`config.mk`:
```
export PLATFORM = sky130hd
export DESIGN_NAME = muldiv_sequencer
export DESIGN_NICKNAME = d
export VERILOG_FILES = /design/src/rtl/muldiv_pkg.sv /design/src/rtl/muldiv_step.sv /design/src/rtl/muldiv_sequencer.sv
export SDC_FILE = /design/constraint.sdc
export NUM_CORES = 1
export LEC_CHECK = 0
export CAP_MARGIN = 20
export CORE_ASPECT_RATIO = 1.1
export CORE_MARGIN = 1
export CORE_UTILIZATION = 46
export CTS_CLUSTER_DIAMETER = 120
export CTS_CLUSTER_SIZE = 28
export DETAILED_ROUTE_END_ITERATION = 12
export GPL_ROUTABILITY_DRIVEN = 0
export GPL_TIMING_DRIVEN = 0
export HOLD_SLACK_MARGIN = 0.12
export PLACE_DENSITY_LB_ADDON = 0.15
export RECOVER_POWER = 100
export SLEW_MARGIN = 30
export SYNTH_ARGS = -nofsm -noshare
export SYNTH_HDL_FRONTEND = slang
export SYNTH_SLANG_ARGS = --single-unit
export TNS_END_PERCENT = 50
```
`constraint.sdc`:
```
create_clock -name clk -period 3.35 [get_ports clk]
set_input_delay 0.67 -clock clk [delete_from_list [all_inputs] [get_ports clk]]
set_output_delay 0.67 -clock clk [all_outputs]
set_load 0.005 [all_outputs]
```
`src/rtl/muldiv_pkg.sv`:
```
// Shared definitions for the multiply/divide sequencer: funct codes, FSM states
// and funct decode helpers.
package muldiv_pkg;

    localparam logic [5:0] FUNCT_MFHI  = 6'h10;
    localparam logic [5:0] FUNCT_MTHI  = 6'h11;
    localparam logic [5:0] FUNCT_MFLO  = 6'h12;
    localparam logic [5:0] FUNCT_MTLO  = 6'h13;
    localparam logic [5:0] FUNCT_MULT  = 6'h18;
    localparam logic [5:0] FUNCT_MULTU = 6'h19;
    localparam logic [5:0] FUNCT_DIV   = 6'h1A;
    localparam logic [5:0] FUNCT_DIVU  = 6'h1B;

    typedef enum logic [1:0] {
        IDLE,
        CALC,
        FIXUP,
        DONE
    } state_t;

    // Any instruction that touches HI/LO or starts the datapath.
    function automatic logic is_muldiv(input logic [5:0] funct);
        return funct inside {FUNCT_MFHI, FUNCT_MTHI, FUNCT_MFLO, FUNCT_MTLO,
                             FUNCT_MULT, FUNCT_MULTU, FUNCT_DIV, FUNCT_DIVU};
    endfunction

    // Instructions that launch an iterative operation.
    function automatic logic is_arith(input logic [5:0] funct);
        return funct inside {FUNCT_MULT, FUNCT_MULTU, FUNCT_DIV, FUNCT_DIVU};
    endfunction

endpackage

```
`src/rtl/muldiv_step.sv`:
```
// One radix-2 iteration on {acc, q}: shift-add multiply (mode=0) or
// restoring divide (mode=1). Purely combinational.
module muldiv_step #(
    parameter int WIDTH = 32
) (
    input  logic             mode,
    input  logic [WIDTH-1:0] acc,
    input  logic [WIDTH-1:0] q,
    input  logic [WIDTH-1:0] b,
    output logic [WIDTH-1:0] acc_nxt,
    output logic [WIDTH-1:0] q_nxt
);

    logic [WIDTH:0] sum;
    logic [WIDTH:0] shifted;
    logic [WIDTH:0] diff;

    assign sum     = {1'b0, acc} + (q[0] ? {1'b0, b} : '0);
    // acc < b always holds, so the extra bit keeps the shifted remainder exact
    assign shifted = {acc, q[WIDTH-1]};
    assign diff    = shifted - {1'b0, b};

    always_comb begin
        acc_nxt = '0;
        q_nxt   = '0;
        if (mode) begin
            if (diff[WIDTH]) begin
                acc_nxt = shifted[WIDTH-1:0];
                q_nxt   = {q[WIDTH-2:0], 1'b0};
            end else begin
                acc_nxt = diff[WIDTH-1:0];
                q_nxt   = {q[WIDTH-2:0], 1'b1};
            end
        end else begin
            acc_nxt = sum[WIDTH:1];
            q_nxt   = {sum[0], q[WIDTH-1:1]};
        end
    end

endmodule

```
`src/rtl/muldiv_sequencer.sv`:
```
// Iterative MULT/MULTU/DIV/DIVU controller owning HI/LO, with pipeline stall.
// Optional macro MULDIV_EARLY_OUT_EN: multiply exits once remaining multiplier bits are zero.
module muldiv_sequencer
    import muldiv_pkg::*;
#(
    parameter int WIDTH = 32,
    parameter int CNT_W = $clog2(WIDTH) + 1
) (
    input  logic             clk,
    input  logic             reset,
    input  logic             valid,
    input  logic [5:0]       funct,
    input  logic [WIDTH-1:0] reg1,
    input  logic [WIDTH-1:0] reg2,
    input  logic             flush,
    output logic             stall,
    output logic             busy,
    output logic             done,
    output logic             div_zero,
    output logic [WIDTH-1:0] mf_data
);

    state_t state, state_nxt;

    logic [WIDTH-1:0]   hi, lo, acc, q, b;
    logic [CNT_W-1:0]   count;
    logic               is_div, neg_res, neg_rem, dz_pend, div_zero_q;

    logic               op_div, op_signed, sign1, sign2, zero_div, start;
    logic [WIDTH-1:0]   abs1, abs2;
    logic [WIDTH-1:0]   acc_step, q_step, acc_calc, q_calc;
    logic [2*WIDTH-1:0] prod, prod_neg;
    logic               early_out;

    assign op_div    = funct[1];
    assign op_signed = ~funct[0];
    assign sign1     = op_signed & reg1[WIDTH-1];
    assign sign2     = op_signed & reg2[WIDTH-1];
    assign abs1      = sign1 ? -reg1 : reg1;
    assign abs2      = sign2 ? -reg2 : reg2;
    assign zero_div  = op_div && (reg2 == '0);
    assign start     = (state == IDLE) && valid && !flush && is_arith(funct);

    assign prod     = {acc, q};
    assign prod_neg = -prod;

    muldiv_step #(.WIDTH(WIDTH)) u_step (
        .mode    (is_div),
        .acc     (acc),
        .q       (q),
        .b       (b),
        .acc_nxt (acc_step),
        .q_nxt   (q_step)
    );

`ifdef MULDIV_EARLY_OUT_EN
    logic [WIDTH-1:0]   remain_mask;
    logic [2*WIDTH-1:0] prod_early;

    // The low `count` bits of q are the multiplier bits not yet consumed; once
    // they are zero, the remaining iterations would only shift right.
    assign remain_mask = ~({WIDTH{1'b1}} << count);
    assign early_out   = !is_div && ((q & remain_mask) == '0);
    assign prod_early  = {acc, q} >> count;
    assign {acc_calc, q_calc} = early_out ? prod_early : {acc_step, q_step};
`else
    assign early_out = 1'b0;
    assign acc_calc  = acc_step;
    assign q_calc    = q_step;
`endif

    always_ff @(posedge clk or negedge reset) begin
        if (!reset) state <= IDLE;
        else        state <= state_nxt;
    end

    always_comb begin
        state_nxt = state;
        case (state)
            IDLE:    if (start) state_nxt = zero_div ? FIXUP : CALC;
            CALC: begin
                if (flush)
                    state_nxt = IDLE;
                else if (count == CNT_W'(1) || early_out)
                    state_nxt = FIXUP;
            end
            FIXUP:   state_nxt = flush ? IDLE : DONE;
            DONE:    state_nxt = IDLE;
            default: state_nxt = IDLE;
        endcase
    end

    always_ff @(posedge clk or negedge reset) begin
        if (!reset) begin
            hi         <= '0;
            lo         <= '0;
            acc        <= '0;
            q          <= '0;
            b          <= '0;
            count      <= '0;
            is_div     <= 1'b0;
            neg_res    <= 1'b0;
            neg_rem    <= 1'b0;
            dz_pend    <= 1'b0;
            div_zero_q <= 1'b0;
        end else begin
            case (state)
                IDLE: begin
                    if (start) begin
                        count   <= CNT_W'(WIDTH);
                        is_div  <= op_div;
                        acc     <= '0;
                        neg_res <= sign1 ^ sign2;
                        neg_rem <= sign1 & op_div;
                        dz_pend <= zero_div;
                        if (op_div) begin
                            q <= zero_div ? reg1 : abs1;
                            b <= abs2;
                            if (!zero_div) div_zero_q <= 1'b0;
                        end else begin
                            q <= abs2;
                            b <= abs1;
                        end
                    end else if (valid && funct == FUNCT_MTHI) begin
                        hi <= reg1;
                    end else if (valid && funct == FUNCT_MTLO) begin
                        lo <= reg1;
                    end
                end
                CALC: begin
                    if (!flush) begin
                        acc   <= acc_calc;
                        q     <= q_calc;
                        count <= count - CNT_W'(1);
                    end
                end
                FIXUP: begin
                    if (!flush) begin
                        if (dz_pend) begin
                            hi         <= q;
                            lo         <= '1;
                            div_zero_q <= 1'b1;
                        end else if (is_div) begin
                            lo <= neg_res ? -q : q;
                            hi <= neg_rem ? -acc : acc;
                        end else begin
                            {hi, lo} <= neg_res ? prod_neg : prod;
                        end
                    end
                end
                default: ;
            endcase
        end
    end

    assign busy     = (state != IDLE);
    assign done     = (state == DONE);
    assign stall    = valid && busy && is_muldiv(funct);
    assign div_zero = div_zero_q;
    assign mf_data  = (funct == FUNCT_MFHI) ? hi : lo;

endmodule

```
==> out/metrics.yaml <==
outcome:
  status: "complete, but fails checks"
  violations: "capacitance limit, slew limit, setup timing"
grt:
  grt_use_total_pct: 36.89
  grt_pass1_vias: 16680
  grt_pass1_wl_mm: 99.28
  antenna_found_initial: 2
  overflow: 0
  grt_max_degree: 83
routing:
  vias: 17630
  wl_mm: 66.85
  wl_met1_mm: 25.37
  dr.first_iter.drc_count: 2013
  firstDrtPassIters: 6
  drc_errors: 0
  routed_via_density: 6.448
  ant_nets: 0
  wl_per_cell_um: 24.44
  wl_met2_mm: 29.09
  top_layer: "met5"
  met3WireLength_mm: 6.481
setup_path:
  worstReg2RegEnd: "hi[20]$_DFFE_PN0P_"
  startpoint_type: "register"
  required_ps: 3680
  path_class: "reg -> reg"
  worstPathArrival_ps: 4000
  endpoint_kind: "register"
  timing.reg2reg.setup_slack_ps: -320
  r2r_start: "q[0]$_DFFE_PN0P_"
  ff2ff_path_depth: 13
  cp_max_fo: 10
hold_path:
  min_path_cells: 2
  min_from: "hi[7]$_DFFE_PN0P_"
  holdPathEnd: "hi[7]$_DFFE_PN0P_"
  hold_class: "reg -> reg"
placement:
  io_buffers: 89
  dpl_cell_area_um2: 17700
  dp_hpwl_mm: 50.42
logic_synthesis:
  yosys-top-cells-area: "dfrtp_1 (27%), o21ai_0 (7.5%), xnor2_1 (6.2%)"
  netlist_area_um2: 16190
  yosysMostFrequentCell: "nand2_1"
  synth.top_cell.area_share_pct: 26.75
  synth_area_per_cell_um2: 7.581
  async_reset_ff_share_pct: 100.0
  synth_top_area_cell: "dfrtp_1"
  syn_nets: 2281
  ys_warn_count: 0
  syn_inst: 2135
  ys_seq_area_share_pct: 26.75
  synth_common_cells: "nand2_1 (259), o21ai_0 (242), nor2_1 (192)"
  ys.flop_type: "dfrtp_1"
  synth_edf_count: 0
  ys_ff_latch: 173
  synth_cell_types: 81
timing:
  fin_worst_skew_ps: 14.46
  drv_slew: 37
  layout_setup_ws_ps: -315.5
  whs_ps: 475.9
  setup_viol: 55
  rsz0062_at_grt: "true"
  hold_violations: 0
  max_freq_ghz: 0.2728
  tightest_slew_ps: 2306
  relSlewSlack_pct: -53.77
  fin_crit_sh_pct: 109.4
  min_period_ps: 3665
final_layout:
  regArea_um2: 4348
  drive_above_1_share_pct: 11.41
  synthToLayoutAreaGrowth_pct: 18.78
  multi_input_area_um2: 11450
  fin_area_um2: 19220
  antennaDiodeCount: 0
  final_net_count: 2430
  fillers: 3325
floorplanning:
  die_h_um: 198.7
  core-area_um2: 34380
  initial_core_util_pct: 47.08
  rows: 71
  dieWidth_um: 180.9
  num_io_pins: 110
  dieArea_um2: 35940
clocking:
  cts.sinks: 173
  cts.clk_slew.worst_paths_ps: 80
  htreeDepth: 4
  cts.path.max_buffers: 2
  root_buffer: "clkbuf_16"
  cts_tree: "built"
  clk_latency_ps: 460
  cts-buffers-inserted: 17
power_and_ir_drop:
  peakVddDrop_mv: 0.4724
  totalPowerFinal_w: 0.01388
  cellPowerDensity_nw_per_um2: 722.0
  power_leakage_nw: 7.950
run:
  max-cap-violations: 1
[what timing repair did]
action | 4_1_cts | 5_1_grt
buffers inserted | 24 | 26
resized for setup | 122 | 85
cloned | 1 | 0
hold endpoints to repair | 33 | 0
pin swaps | 26 | 33
hold buffers | 1 | 0
endpoints found under the setup margin | 133 | 118
[routing by layer]
metal  vias to the layer above  global-route usage [%]
met4                         4                   28.49
met2                      1001                   57.92
met5                         -                       0
li1                       7915                       -
met3                       285                   8.642
met1                      8429                   43.87
[where the power goes]
part	switching, W	internal (W)	leakage (nW)
logic	0.00479	0.00343	5.44
clock network	0.00104	0.00109	0.295
registers	0.000887	0.00264	2.22
[registers in the layout, indices dropped and copies added (netlist names), 2 cells and up]
signal and cells:
acc 32, b 32, count 6, hi 32, lo 32, q 32
state 2
[placed cells by master, fill, tap and decap left out, types with 10 or more instances in the layout]
| master | count |
|---|---|
| a21o_1 | 25 |
| a21oi_1 | 166 |
| a21oi_2 | 10 |
| a22oi_1 | 16 |
| a31oi_1 | 19 |
| buf_1 | 12 |
| buf_4 | 42 |
| buf_6 | 11 |
| clkbuf_1 | 117 |
| clkbuf_16 | 17 |
| clkdlybuf4s50_1 | 74 |
| dfrtp_1 | 158 |
| dfrtp_2 | 15 |
| ha_1 | 65 |
| inv_1 | 65 |
| mux2_2 | 38 |
| mux2i_1 | 61 |
| nand2_1 | 257 |
| nand2b_1 | 22 |
| nand3_1 | 38 |
| nor2_1 | 187 |
| nor2b_1 | 11 |
| nor3_1 | 43 |
| nor4_1 | 10 |
| o211ai_1 | 28 |
| o21a_1 | 12 |
| o21ai_0 | 215 |
| o21ai_1 | 37 |
| o22ai_1 | 37 |
| o31ai_1 | 15 |
| or3_1 | 31 |
| or4_1 | 15 |
| xnor2_1 | 114 |
| xor2_1 | 74 |
[through the flow]
step / cells / setup slack (ps) / TNS [ps] / util, %
2_1_floorplan: 2135 / -8.881 / -8.881 / -
3_3_place_gp: 2662 / -5813 / -1111390 / 51.28
3_5_place_dp: 2664 / -1100 / -93390 / 51.48
4_1_cts: 2720 / -237.7 / -4539 / 54.99
5_1_grt: 2735 / -312.5 / -16640 / 55.92
6_report: 2735 / -315.5 / -6684 / 55.92
[critical path: stages, from the launching register on]
cell and delay, ps:
dfrtp_2 440, inv_2 150, clkbuf_4 280, ha_1 190, nand2b_1 120, nor3_1 380
nand2_1 320, nor3_2 290, nor2_1 160, o41ai_1 410, xor2_1 320, o21ai_1 100
mux2i_1 250, o21ai_0 110
[cell families (layout without fill, tap and decap cells)]
logic type | count (synthesis) | in the layout | share of synthesized area (%)
AO/OA/AOI/OAI | 676 | 676 | 24.92
XOR/XNOR | 188 | 188 | 10.17
adder cells (fa/ha/maj) | 72 | 72 | 5.659
buffers and inverters | 227 | 389 | 5.380
flip-flops | 173 | 173 | 26.75
multiplexers | 100 | 100 | 6.486
AND/OR/NAND/NOR | 699 | 699 | 20.63
[cell type report]
class / count / area share, %
multi-input combinational: 1735 / 59.58
tap: 438 / 2.851
inverter: 66 / 1.289
timing repair buffer: 141 / 7.029
sequential: 173 / 22.62
clock inverter: 14 / 0.8721
clock buffer: 18 / 2.284
buffer: 150 / 3.482
[how the worst max path moves through the flow]
stage,from,end,slack [ps],cells past startpoint
detailed placement,q[31]$_DFFE_PN0P_,acc[31]$_DFFE_PN0P_,-1100,14
finish,q[0]$_DFFE_PN0P_,hi[20]$_DFFE_PN0P_,-320,13
global route,b[0]$_DFFE_PN0P_,acc[15]$_DFFE_PN0P_,-310,15
CTS,b[0]$_DFFE_PN0P_,acc[15]$_DFFE_PN0P_,-240,14
floorplan,q[0]$_DFFE_PN0P_,acc[14]$_DFFE_PN0P_,-9,13
global placement,reset,b[17]$_DFFE_PN0P_,-5810,1
No activity file was read; power rests on OpenSTA's default activity.
